## config.mk

```make
export PLATFORM = sky130hd
export DESIGN_NAME = spi_shifter
export DESIGN_NICKNAME = d
export VERILOG_FILES = /design/src/rtl/spi_shifter_pkg.sv /design/src/rtl/spi_clkgen.sv /design/src/rtl/spi_shifter.sv
export SDC_FILE = /design/constraint.sdc
export NUM_CORES = 1
export LEC_CHECK = 0
export CORE_MARGIN = 1.5
export CORE_UTILIZATION = 30
export DETAILED_ROUTE_END_ITERATION = 10
export GPL_ROUTABILITY_DRIVEN = 0
export PLACE_DENSITY = 0.58
export SLEW_MARGIN = 5
export SYNTH_ARGS = -nofsm -noshare
export SYNTH_HDL_FRONTEND = slang
export SYNTH_HIERARCHICAL = 1
export SYNTH_SLANG_ARGS = --single-unit
```

## constraint.sdc

```tcl
create_clock -name clk -period 10.1 [get_ports clk]
set_input_delay 1.515 -clock clk [delete_from_list [all_inputs] [get_ports clk]]
set_output_delay 1.515 -clock clk [all_outputs]
set_load 0.02 [all_outputs]
```

## src/rtl/spi_shifter_pkg.sv

```systemverilog
// Shared types and widths for the SPI master serial engine.
package SPI_package;
  localparam int SPI_DATA_WIDTH = 32;
  localparam int SPI_BR_WIDTH   = 8;
  localparam int SPI_LEN_WIDTH  = $clog2(SPI_DATA_WIDTH);

  typedef enum logic [1:0] {IDLE, SETUP, SHIFT, HOLD} spi_state_e;

  typedef struct packed {
    logic                     cpol;
    logic                     cpha;
    logic [SPI_BR_WIDTH-1:0]  br;
    logic [SPI_LEN_WIDTH-1:0] datalen;
  } spi_frame_cfg;
endpackage

```

## src/rtl/spi_clkgen.sv

```systemverilog
// SCLK pacing: half-period counter plus edge counter, emitting per-edge strobes.
module spi_clkgen
  import SPI_package::*;
#(
  parameter int BRW = SPI_BR_WIDTH,
  parameter int LW  = SPI_LEN_WIDTH
) (
  input  logic           clk,
  input  logic           rst_n,
  input  logic           hp_en,
  input  logic           edge_en,
  input  logic [BRW-1:0] br,
  input  logic [LW-1:0]  datalen,
  output logic           tick,
  output logic           lead_edge,
  output logic           trail_edge,
  output logic           first_edge,
  output logic           last_edge
);
  logic [BRW-1:0] hp_q, hp_d;
  logic [LW:0]    ecnt_q, ecnt_d;
  logic           edge_tick;

  always_comb begin
    tick       = hp_en && (hp_q == br);
    edge_tick  = edge_en && tick;
    hp_d       = (!hp_en || tick) ? '0 : hp_q + 1'b1;
    ecnt_d     = !edge_en ? '0 : (edge_tick ? ecnt_q + 1'b1 : ecnt_q);
    // ecnt_q holds edges already produced, so even count means an odd (leading) edge
    lead_edge  = edge_tick && !ecnt_q[0];
    trail_edge = edge_tick && ecnt_q[0];
    first_edge = edge_tick && (ecnt_q == '0);
    last_edge  = edge_tick && (ecnt_q == {datalen, 1'b1});
  end

  always_ff @(posedge clk or negedge rst_n) begin
    if (!rst_n) begin
      hp_q   <= '0;
      ecnt_q <= '0;
    end else begin
      hp_q   <= hp_d;
      ecnt_q <= ecnt_d;
    end
  end
endmodule

```

## src/rtl/spi_shifter.sv

```systemverilog
// SPI master engine: pops TFIFO words, shifts them out on MOSI while
// collecting MISO, and pushes the received word into the RFIFO.
module spi_shifter
  import SPI_package::*;
#(
  parameter int DW  = SPI_DATA_WIDTH,
  parameter int BRW = SPI_BR_WIDTH
) (
  input  logic                   clk,
  input  logic                   rst_n,
  input  logic                   enable,
  input  logic                   cpol,
  input  logic                   cpha,
  input  logic [BRW-1:0]         br,
  input  logic [$clog2(DW)-1:0]  datalen,
  input  logic [DW-1:0]          transfer_data,
  input  logic                   tfifo_empty,
  output logic                   tfifo_ren,
  input  logic                   rfifo_full,
  output logic [DW-1:0]          receive_data,
  output logic                   rfifo_wen,
  input  logic                   ovr_clr,
  output logic                   sclk,
  output logic                   mosi,
  output logic                   ss_n,
  input  logic                   miso,
  output logic                   busy,
  output logic                   overrun
);
  spi_state_e   state_q, state_d;
  spi_frame_cfg cfg_q, cfg_d;
  logic [DW-1:0] sreg_q, sreg_d, rx_q, rx_d;
  logic push_q, push_d, sclk_q, sclk_d, mosi_q, mosi_d, ss_n_q, ss_n_d;
  logic ren_q, ren_d, wen_q, wen_d, busy_q, busy_d, ovr_q, ovr_d;
  logic start, hp_en, edge_en, shift_now, sample_now;
  logic tick, lead_edge, trail_edge, first_edge, last_edge;

  spi_clkgen #(.BRW(BRW), .LW($clog2(DW))) u_clkgen (
    .clk        (clk),
    .rst_n      (rst_n),
    .hp_en      (hp_en),
    .edge_en    (edge_en),
    .br         (cfg_q.br),
    .datalen    (cfg_q.datalen),
    .tick       (tick),
    .lead_edge  (lead_edge),
    .trail_edge (trail_edge),
    .first_edge (first_edge),
    .last_edge  (last_edge)
  );

  always_comb begin
    start      = (state_q == IDLE) && enable && !tfifo_empty;
    edge_en    = (state_q == SHIFT) && !push_q;
    hp_en      = (state_q == SETUP) || (state_q == HOLD) || edge_en;
    // MSB is already on the wire before the first edge, so cpha=1 skips that shift
    shift_now  = cfg_q.cpha ? (lead_edge && !first_edge) : (trail_edge && !last_edge);
    sample_now = cfg_q.cpha ? trail_edge : lead_edge;

    state_d = state_q;
    cfg_d   = cfg_q;
    sreg_d  = sreg_q;
    rx_d    = rx_q;
    sclk_d  = sclk_q;
    push_d  = 1'b0;
    ren_d   = 1'b0;
    wen_d   = 1'b0;
    ovr_d   = ovr_q & ~ovr_clr;

    case (state_q)
      IDLE: begin
        sclk_d = cpol;
        if (start) begin
          state_d       = SETUP;
          cfg_d.cpol    = cpol;
          cfg_d.cpha    = cpha;
          cfg_d.br      = br;
          cfg_d.datalen = datalen;
          sreg_d        = transfer_data;
          rx_d          = '0;
          ren_d         = 1'b1;
        end
      end
      SETUP: begin
        sclk_d = cfg_q.cpol;
        if (tick) state_d = SHIFT;
      end
      SHIFT: begin
        if (lead_edge || trail_edge) sclk_d = ~sclk_q;
        if (shift_now)  sreg_d = {sreg_q[DW-2:0], 1'b0};
        if (sample_now) rx_d   = {rx_q[DW-2:0], miso};
        if (last_edge) begin
          push_d = 1'b1;
          wen_d  = !rfifo_full;
          if (rfifo_full) ovr_d = 1'b1;
        end
        if (push_q) state_d = HOLD;
      end
      default: begin
        sclk_d = cfg_q.cpol;
        if (tick) state_d = IDLE;
      end
    endcase

    ss_n_d = !((state_q == SETUP) || (state_q == SHIFT));
    mosi_d = ss_n_d ? mosi_q : sreg_d[cfg_q.datalen];
    busy_d = (state_d != IDLE);
  end

  always_ff @(posedge clk or negedge rst_n) begin
    if (!rst_n) begin
      state_q <= IDLE;
      cfg_q   <= '0;
      sreg_q  <= '0;
      rx_q    <= '0;
      push_q  <= 1'b0;
      sclk_q  <= 1'b0;
      mosi_q  <= 1'b0;
      ss_n_q  <= 1'b1;
      ren_q   <= 1'b0;
      wen_q   <= 1'b0;
      busy_q  <= 1'b0;
      ovr_q   <= 1'b0;
    end else begin
      state_q <= state_d;
      cfg_q   <= cfg_d;
      sreg_q  <= sreg_d;
      rx_q    <= rx_d;
      push_q  <= push_d;
      sclk_q  <= sclk_d;
      mosi_q  <= mosi_d;
      ss_n_q  <= ss_n_d;
      ren_q   <= ren_d;
      wen_q   <= wen_d;
      busy_q  <= busy_d;
      ovr_q   <= ovr_d;
    end
  end

  assign sclk         = sclk_q;
  assign mosi         = mosi_q;
  assign ss_n         = ss_n_q;
  assign tfifo_ren    = ren_q;
  assign rfifo_wen    = wen_q;
  assign receive_data = rx_q;
  assign busy         = busy_q;
  assign overrun      = ovr_q;
endmodule

```

# ---- Word level (Yosys, flattened, before mapping)
# Cells that the tools add are included.
# Widths: inputs -> output; s select.
dict set report word_totals {
  output_inout_bits 39
  ff_bits 103
  input_bits 54
  wordCells 91
}
dict set report classes {
  mux 29
  magnitude_cmp 1
  add_sub_neg 2
  n_bitwise 3
  eq_ne 9
  n_reduce_logical 30
}
# op n
set ops {}
lappend ops {{$mux 32} 4}
lappend ops {{$pmux 32 s2} 2}
lappend ops {{$mux 1} 13}
lappend ops {{$mux 6} 2}
lappend ops {{$logic_and 1x1->1} 11}
lappend ops {{$add 8x1->8 const B} 1}
lappend ops {{$eq 8x8->1} 1}
lappend ops {{$logic_not 1->1} 8}
lappend ops {{$mux 2} 4}
lappend ops {{$mux 8} 1}
lappend ops {{$ne 2x2->1 const B} 4}
lappend ops {{$add 6x1->6 const B} 1}
lappend ops {{$eq 6x6->1} 1}
lappend ops {{$logic_not 6->1} 1}
lappend ops {{$lt 5x6->1 const B} 1}
lappend ops {{$pmux 2 s3} 1}
lappend ops {{$bmux 1 s5} 1}
lappend ops {{$logic_or 1x1->1} 5}
lappend ops {{$eq 2x2->1 const B} 2}
lappend ops {{$reduce_bool 2->1} 2}
lappend ops {{$reduce_and 3->1} 1}
lappend ops {{$eq 2x1->1 const B} 1}
lappend ops {{$logic_not 2->1} 1}
lappend ops {{$not 1->1} 2}
lappend ops {{other kinds (3)} 3}

# ---- Logic depth before layout (Yosys ltp)
# Gate-level depths: netlist of run 1.
dict set report logic_depth {
  ltp_word 13
  depth_mapped 16
  mapped_depth_nobuf 14
}

# ---- Cells and area by module
# The synthesis of run 1 kept the hierarchy.
# mod cells_per_inst instances area_each_um2 seq_area_each_um2
set by_module_without_submodules {}
lappend by_module_without_submodules {spi_shifter 380 1 4013.8 2228.4}
lappend by_module_without_submodules {spi_clkgen 93 1 888.4 350.3}

# ---- Worst setup path after synthesis of run 1
# Ideal clock, no wire load.
dict set report synth_timing {
  kind {flip-flop to flip-flop}
  start {register state_q[0]}
  end {register mosi_q (netlist: mosi)}
  arrival_ns 3.530
  path_slack_ns 6.458
  stages_incl_launch_ff 16
  required_ns 9.989
  setup_time_ns 0.111
  path_buffers 1
  synth_period_minus_slack_ns 3.642
  path_cell_list {dfrtp_1 inv_1 ha_1 inv_2 o21ai_0 inv_1 nor3_2 and4b_1 and3b_4 o32ai_4 buf_6 a222oi_1 a2bb2o_1 a2111oi_2 o21ai_1 a2111oi_2}
}
dict set report synth_via {
  elab_chain_cells 13
  elab_cells_between_ends 26
  cone_classes {eq/ne: 3; mux: 6; reduce/logical: 17}
}
# item line_no
set synth_rtl {}
lappend synth_rtl {{from (decl)} spi_shifter.sv:30} ;# spi_state_e state_q, state_d;
lappend synth_rtl {{from (signal assigned)} spi_shifter.sv:125} ;# state_q <= state_d;
lappend synth_rtl {{$eq 2x1->1, or another cell as far along} spi_shifter.sv:55} ;# hp_en = (state_q == SETUP) || (state_q == HOLD) || edge_en;
lappend synth_rtl {{$logic_or 1x1->1 or $logic_and 1x1->1 (tied branches)} {spi_shifter.sv:55, spi_shifter.sv:54}}
lappend synth_rtl {{$logic_or 1x1->1 (*)} spi_shifter.sv:55}
lappend synth_rtl {{named net hp_en} spi_shifter.sv:35} ;# logic start, hp_en, edge_en, shift_now, sample_now;
lappend synth_rtl {{$logic_and 1x1->1 (*)} spi_clkgen.sv:25} ;# tick = hp_en && (hp_q == br);
lappend synth_rtl {{named net tick} spi_shifter.sv:36} ;# logic tick, lead_edge, trail_edge, first_edge, last_edge;
lappend synth_rtl {{$logic_and 1x1->1 (*)} spi_clkgen.sv:26} ;# edge_tick = edge_en && tick;
lappend synth_rtl {{$logic_and 1x1->1 (*)} spi_clkgen.sv:32} ;# first_edge = edge_tick && (ecnt_q == '0);
lappend synth_rtl {{named net first_edge} spi_shifter.sv:36}
lappend synth_rtl {{$logic_not 1->1 (*)} spi_shifter.sv:57} ;# shift_now = cfg_q.cpha ? (lead_edge && !first_edge) : (trail_edge && !last_edge);
lappend synth_rtl {{$logic_and 1x1->1 (*)} spi_shifter.sv:57}
lappend synth_rtl {{$mux 1 (*)} spi_shifter.sv:57}
lappend synth_rtl {{$mux 32 (*)} spi_shifter.sv:90} ;# if (shift_now) sreg_d = {sreg_q[DW-2:0], 1'b0};
lappend synth_rtl {{$pmux 32 s2 (*)} spi_shifter.sv:70} ;# case (state_q)
lappend synth_rtl {{$bmux 1 s5 (*)} spi_shifter.sv:106} ;# mosi_d = ss_n_d ? mosi_q : sreg_d[cfg_q.datalen];
lappend synth_rtl {{$mux 1 (not written as such) (*)} spi_shifter.sv:106}
lappend synth_rtl {{to (signal assigned)} spi_shifter.sv:131} ;# mosi_q <= mosi_d;
lappend synth_rtl {{to (decl)} spi_shifter.sv:33} ;# logic push_q, push_d, sclk_q, sclk_d, mosi_q, mosi_d, ss_n_q, ss_n_d;
# The timed path passes the listed nets; every way through them passes the cells marked *. The select of a mux whose other input is x is not followed.
# A chain may end at the register's enable or synchronous reset.

# ---- Worst setup path after layout of run 1
dict set report layout_timing {
  start {register state_q[0]}
  end {register mosi_q (netlist: mosi)}
}
dict set report layout_via {
  elab_cells_between_ends 26
  cone_classes {eq/ne: 3; mux: 6; reduce/logical: 17}
}
# item line_no
set layout_rtl {}
lappend layout_rtl {{$eq 2x1->1, or another cell as far along} spi_shifter.sv:55}
lappend layout_rtl {{$logic_or 1x1->1 or $logic_and 1x1->1 (tied branches)} {spi_shifter.sv:55, spi_shifter.sv:54}}
lappend layout_rtl {{$logic_or 1x1->1 (*)} spi_shifter.sv:55}
lappend layout_rtl {{named net hp_en} spi_shifter.sv:35}
lappend layout_rtl {{$logic_and 1x1->1 (*)} spi_clkgen.sv:25}
lappend layout_rtl {{named net tick} spi_shifter.sv:36}
lappend layout_rtl {{$logic_and 1x1->1 (*)} spi_clkgen.sv:26}
lappend layout_rtl {{$logic_and 1x1->1 (*)} spi_clkgen.sv:31} ;# trail_edge = edge_tick && ecnt_q[0];
lappend layout_rtl {{named net trail_edge} spi_shifter.sv:36}
lappend layout_rtl {{$logic_and 1x1->1 (*)} spi_shifter.sv:57}
lappend layout_rtl {{$mux 1 (*)} spi_shifter.sv:57}
lappend layout_rtl {{$mux 32 (*)} spi_shifter.sv:90}
lappend layout_rtl {{$pmux 32 s2 (*)} spi_shifter.sv:70}
lappend layout_rtl {{named net sreg_d[27]} spi_shifter.sv:32} ;# logic [DW-1:0] sreg_q, sreg_d, rx_q, rx_d;
lappend layout_rtl {{$bmux 1 s5 (*)} spi_shifter.sv:106}
lappend layout_rtl {{$mux 1 (not written as such) (*)} spi_shifter.sv:106}
# Marks and branches as above.

==> results_dict.tcl, run 1 <==
set metrics [dict create \
    synth_flop_cell "dfrtp_1" \
    start_util 0.3075 \
    postCtsHoldBufs 0 \
    start_kind "register" \
    totalWireLength_um 11740 \
    synthDistinctLibCells 56 \
    peakVddDrop_v 0.0001104 \
    detail-route-antenna-nets 0 \
    syn-cell-area_um2 4902 \
    synth_area_leaders "dfrtp_1 (52%), nand2_1 (6.4%), o21ai_0 (3.9%)" \
    cts_buffer_depth 2 \
    dieHeight_um 130.8 \
    max_stage_delay_ps 870 \
    p_comb_frac 0.312 \
    vias_per_cell 4.889 \
    syn_to_final_growth_pct 28.79 \
    final_cells 774 \
    critPathKind "reg -> reg" \
    p_switching_w 0.0004816 \
    leakagePower_nw 2.622 \
    grt_use_total 0.1443 \
    htreeDepth 3 \
    cts-root-buf "clkbuf_16" \
    outcome "completed" \
    post-route-min-period_ps 5229 \
    cp_cell_sequence "inv_1, ha_1, buf_4, inv_2, o21ai_0, inv_1, nor3_2, and3_1, nor3b_2, o21a_1, a221o_1, a2bb2o_1, a2111oi_2, o21ai_1, a2111oi_2" \
    synth_edf_count 0 \
    ys_async_sr_fraction 1.000 \
    cellInternalPower_w 0.0009396 \
    ios 93 \
    period_share 0.5177 \
    powerDensity_nw_per_um2 225.1 \
    rsz0062_at_grt "no" \
    finalPower_w 0.001421 \
    fmax_mhz 191.2 \
    yosys.area.top_type "dfrtp_1" \
    synth_nets 534 \
    fin_skew_ps 5.100 \
    grt_antenna_before_repair 2 \
    netlist_instances 473 \
    die_w_um 130.8 \
    clkSinkCount 103 \
    drive_above_1_share 0.08961 \
    holdWs_ps 504.5 \
    synth_top_area_frac 0.5207 \
    worst_pin_slew_ps 1083 \
    portBuffers 92 \
    grt.overflow.total 0 \
    ys_seq_area_frac 0.5260 \
    grt_pass1_wl_um 19110 \
    dpl.hpwl_um 7966 \
    design.core.area_um2 15940 \
    wl_per_cell_um 15.17 \
    place_inst 759 \
    arrival_ps 5470 \
    switching_share 0.3388 \
    post-cts-setup-buffer-count 0 \
    grt_pass1_vias 3752 \
    vias 3784 \
    clkTransAtPathRegs_ps 70 \
    num_antenna_cells 0 \
    drtIter0Drc 276 \
    synth_seq_cells 103 \
    slew_headroom 0.2778 \
    setup_viol 0 \
    clock_latency_ps 350 \
    critPathCaptureType "register" \
    cp.required_ps 10340 \
    rows 46 \
    slowest_stage "o21a_1" \
    avgSynthCellArea_um2 10.36 \
    cts_tree "done" \
    cts_buffers 9 \
    p_seq_frac 0.442 \
    fin_setup_tns_ps 0 \
    drt_first_pass_iters 9 \
    yosysWarnings 6 \
    cp_max_fo 38 \
    pwr-share-clk 0.246 \
    hold_class "reg -> reg" \
    grt_max_degree 65 \
    drcViolationCount 0 \
    finalMaxSlewViolations 0 \
    cts.repair.resized 0 \
    hold_violations 0 \
    nets 615 \
    die_area_um2 17120 \
    max-cap-violations 0 \
]
-- layout make-up --
class	instances	area (µm²)
clock buffer	12	256.5
clock inverter	3	42.54
fill	1561	9629
inverter	28	105.1
multi-input combinational	315	2105
sequential	103	2579
tap	216	270.3
timing repair buffer	97	955.9
-- placed cells by master, fill, tap and decap left out, types with 5 or more instances in the layout --
| cell type | n |
|---|---|
| dfrtp_1 | 102 |
| clkdlybuf4s50_1 | 91 |
| nand2_1 | 84 |
| o21ai_0 | 38 |
| inv_1 | 27 |
| nor2_1 | 23 |
| a222oi_1 | 17 |
| and2_1 | 16 |
| mux2_2 | 15 |
| a221o_1 | 14 |
| xnor2_1 | 12 |
| clkbuf_16 | 9 |
| xor2_1 | 8 |
| mux2i_1 | 8 |
| nor3_1 | 7 |
| ha_1 | 7 |
| buf_4 | 6 |
| nand3_1 | 6 |
| and3_1 | 5 |
-- metrics by stage --
step	utilization	setup WS, ps	cell area (µm²)
after floorplan	-	6458	4902
after global placement	0.3773	5171	6015
after detailed placement	0.3773	4890	6015
after CTS	0.3960	4887	6314
after global routing	0.3960	4402	6314
final	0.3960	4871	6314
-- cells in the mapped netlist (all sizes together), types with 3 or more instances --
master and n:
dfrtp 102, nand2 84, o21ai 42, inv 28, nor2 23, a222oi 17
and2 16, mux2 15, a221o 14, clkbuf 14, buf 13, xnor2 12
mux2i 8, nor3 8, xor2 8, a2111oi 7, ha 7, nand3 6
and3 5, nand2b 4, nor4 4, a21oi 3, nand4 3
-- power by group through the flow --
| stage | sequential [W] | clock (W) | combinational [W] |
|---|---|---|---|
| after CTS | 0.000630 | 0.000363 | 0.000447 |
| after floorplan | 0.000596 | 0 | 0.000339 |
| final | 0.000628 | 0.000350 | 0.000444 |
| after detailed placement | 0.000635 | 0 | 0.000444 |
| after global routing | 0.000645 | 0.000379 | 0.000493 |
| after global placement | 0.000633 | 0 | 0.000438 |
-- cells by family (layout without fill, tap and decap cells) --
logic type,count (synthesis),in the layout,share of synthesized area
AOI/OAI and AO/OA,98,98,0.1542
xor gates and xnor gates,20,20,0.03573
adders and majority gates,7,7,0.01787
buffers and inverters,55,140,0.04773
DFF,103,103,0.5260
muxes,24,24,0.05539
and+or+nand+nor,166,166,0.1631
-- worst max-delay path: cells and delay by family (launching register included) --
kind,cells,cell delay [ps]
flops,1,420
buf+inv,4,720
compound gates,7,2740
fa+ha+maj,1,140
simple gates,3,1080
-- layer usage --
metal  up-vias  part of all wire  track usage
li1       1827                 -            -
met1      1846              0.45       0.1843
met2        96              0.45       0.2279
met3        13             0.080      0.06067
met4         2             0.011      0.03426
met5         -            0.0011            0
-- sequential cells by signal, summed over array words and instances (netlist names) --
| register | flops |
|---|---|
| state_q | 2 |
| sclk | 1 |
| mosi | 1 |
| tfifo_ren | 1 |
| cfg_q | 15 |
| push_q | 1 |
| ss_n | 1 |
| sreg_q | 32 |
| u_clkgen/hp_q | 8 |
| receive_data | 32 |
| u_clkgen/ecnt_q | 6 |
| busy | 1 |
| rfifo_wen | 1 |
| overrun | 1 |
-- final timing paths --
| kind | from | end | slack (ps) | depth (start not counted) |
|---|---|---|---|---|
| max | state_q[0] | mosi | 4870 | 15 |
| min | receive_data[31] | receive_data[31] | 500 | 2 |
| max reg2reg | state_q[0] | mosi | 4870 | 15 |
| min reg2reg | receive_data[31] | receive_data[31] | 500 | 2 |
| max in group asynchronous | rst_n | sreg_q[20] | 7780 | 2 |
| min in group asynchronous | rst_n | rfifo_wen | 1180 | 1 |
(Power assumes the default switching activity.)
==> run 2: changes to the inputs <==
clock period = 5.3 ns   (was 10.1 ns; I/O delays follow)
==> results_dict.tcl, run 2 (synthesis results as in run 1) <==
set metrics [dict create \
    num-fill-cells 1560 \
    grt_max_degree 65 \
    detail-route-antenna-nets 0 \
    clkTransAtPathRegs_ps 70 \
    cellInternalPower_w 0.001759 \
    outcome "completed" \
    final_cells 776 \
    start_util 0.3075 \
    drcViolationCount 0 \
    period_share 0.8836 \
    dpl_cell_area_um2 6022 \
    p_seq_frac 0.444 \
    design.core.area_um2 15940 \
    drt_first_pass_iters 6 \
    cp_cell_sequence "inv_1, ha_1, inv_2, o21ai_0, inv_1, nor3_2, and4b_1, and3b_4, o32ai_4, buf_4, a221o_1, a2bb2o_1, a2111oi_2, o21ai_1, a2111oi_2" \
    cp.required_ps 5540 \
    totalWireLength_um 12220 \
    clkSinkCount 103 \
    finalMaxSlewViolations 0 \
    multiInputGateArea_um2 2105 \
    pwr-share-clk 0.242 \
    leakagePower_nw 2.624 \
    fin_skew_ps 6.865 \
    powerDensity_nw_per_um2 427.2 \
    grt_use_total 0.1517 \
    p_switching_w 0.0009398 \
    drive_above_1_share 0.09464 \
    rsz0062_at_grt "no" \
    cts_tree "done" \
    cts_buffers 9 \
    worst_pin_slew_ps 817.7 \
    peakVddDrop_v 0.0001923 \
    cts-root-buf "clkbuf_16" \
    finalPower_w 0.002699 \
    switching_share 0.3483 \
    critPathKind "reg -> reg" \
    ios 93 \
    dpl.hpwl_um 8371 \
    start_kind "register" \
    vias 3779 \
    nets 616 \
    grt_pass1_wl_um 20060 \
    cp_max_fo 17 \
    portBuffers 92 \
    slew_headroom 0.4528 \
    critPathCaptureType "register" \
    fin_setup_tns_ps 0 \
    final_design_area_no_fill_um2 6317 \
    clock_latency_ps 350 \
    layout_commonest_cell "dfrtp_1" \
    grt.overflow.total 0 \
    place_inst 760 \
    die_w_um 130.8 \
    die_area_um2 17120 \
    max-cap-violations 0 \
    htreeDepth 3 \
    hold_violations 0 \
    postCtsHoldBufs 0 \
    post-cts-setup-buffer-count 0 \
    syn_to_final_growth_pct 28.87 \
    arrival_ps 4930 \
    grt_pass1_vias 3931 \
    final_cell_mix "dfrtp_1 (102), clkdlybuf4s50_1 (91), nand2_1 (84)" \
    dieHeight_um 130.8 \
    num_antenna_cells 0 \
    wl_per_cell_um 15.74 \
    cts_buffer_depth 2 \
    cts.repair.resized 0 \
    max_stage_delay_ps 610 \
    final_util 0.3962 \
    drtIter0Drc 231 \
    fmax_mhz 213.5 \
    p_comb_frac 0.314 \
    rows 46 \
    slowest_stage "o32ai_4" \
    post-route-min-period_ps 4683 \
    grt_antenna_before_repair 1 \
    seqCellArea_um2 2579 \
    setup_viol 0 \
    vias_per_cell 4.870 \
    hold_class "in -> async" \
]
## run 2: layout make-up
class,instances,share of cell area
repair buffers,98,0.1525
well taps,216,0.04278
flip-flops and latches,103,0.4082
inverters,28,0.01664
clock buffers,12,0.04219
multi-input cells,315,0.3331
clock inverters,4,0.004555
## run 2: worst max-delay path, delay by kind of cell (launching register included)
family / cells / cell delay, ps
simple gates: 3 / 1010
fa+ha+maj: 1 / 190
flops: 1 / 420
buf+inv: 4 / 640
compound gates: 7 / 2310
## run 2: path summary, 6_finish.rpt
| check | startpoint | to | slack, ps | cells after the start |
|---|---|---|---|---|
| worst max register to register | state_q[0] | mosi | 620 | 15 |
| worst max-delay path | state_q[0] | mosi | 620 | 15 |
| min in group clk | receive_data[15] | receive_data[15] | 510 | 2 |
| worst min-delay path | rst_n | rfifo_wen | 450 | 1 |
| max in group asynchronous | rst_n | sreg_q[19] | 3710 | 2 |
| worst min register to register | receive_data[15] | receive_data[15] | 510 | 2 |
## run 2: power by group through the flow
stage               logic (W)  clock network, W  registers (W)
CTS                  0.000859          0.000678        0.00120
finish               0.000847          0.000653        0.00120
global placement     0.000834                 0        0.00121
detailed placement   0.000854                 0        0.00121
floorplan            0.000645                 0        0.00114
global route         0.000943          0.000704        0.00123
## run 2: per-stage QoR
| step | worst slack, ps | hold slack, ps |
|---|---|---|
| after floorplan | 1658 | 466.1 |
| after global placement | 874.2 | 481.5 |
| after detailed placement | 710.0 | 500.2 |
| after CTS | 673.1 | 486.0 |
| after global routing | 263.5 | 507.5 |
| final | 617.0 | 452.6 |
## run 2: metal layers
layer,share of wire,wire length [µm],global-route usage,vias to the layer above
met5,0,0,0,-
met4,0.018,218,0.05688,0
met3,0.075,920,0.05537,14
met2,0.46,5599,0.2427,91
li1,-,-,-,1840
met1,0.45,5477,0.1879,1834
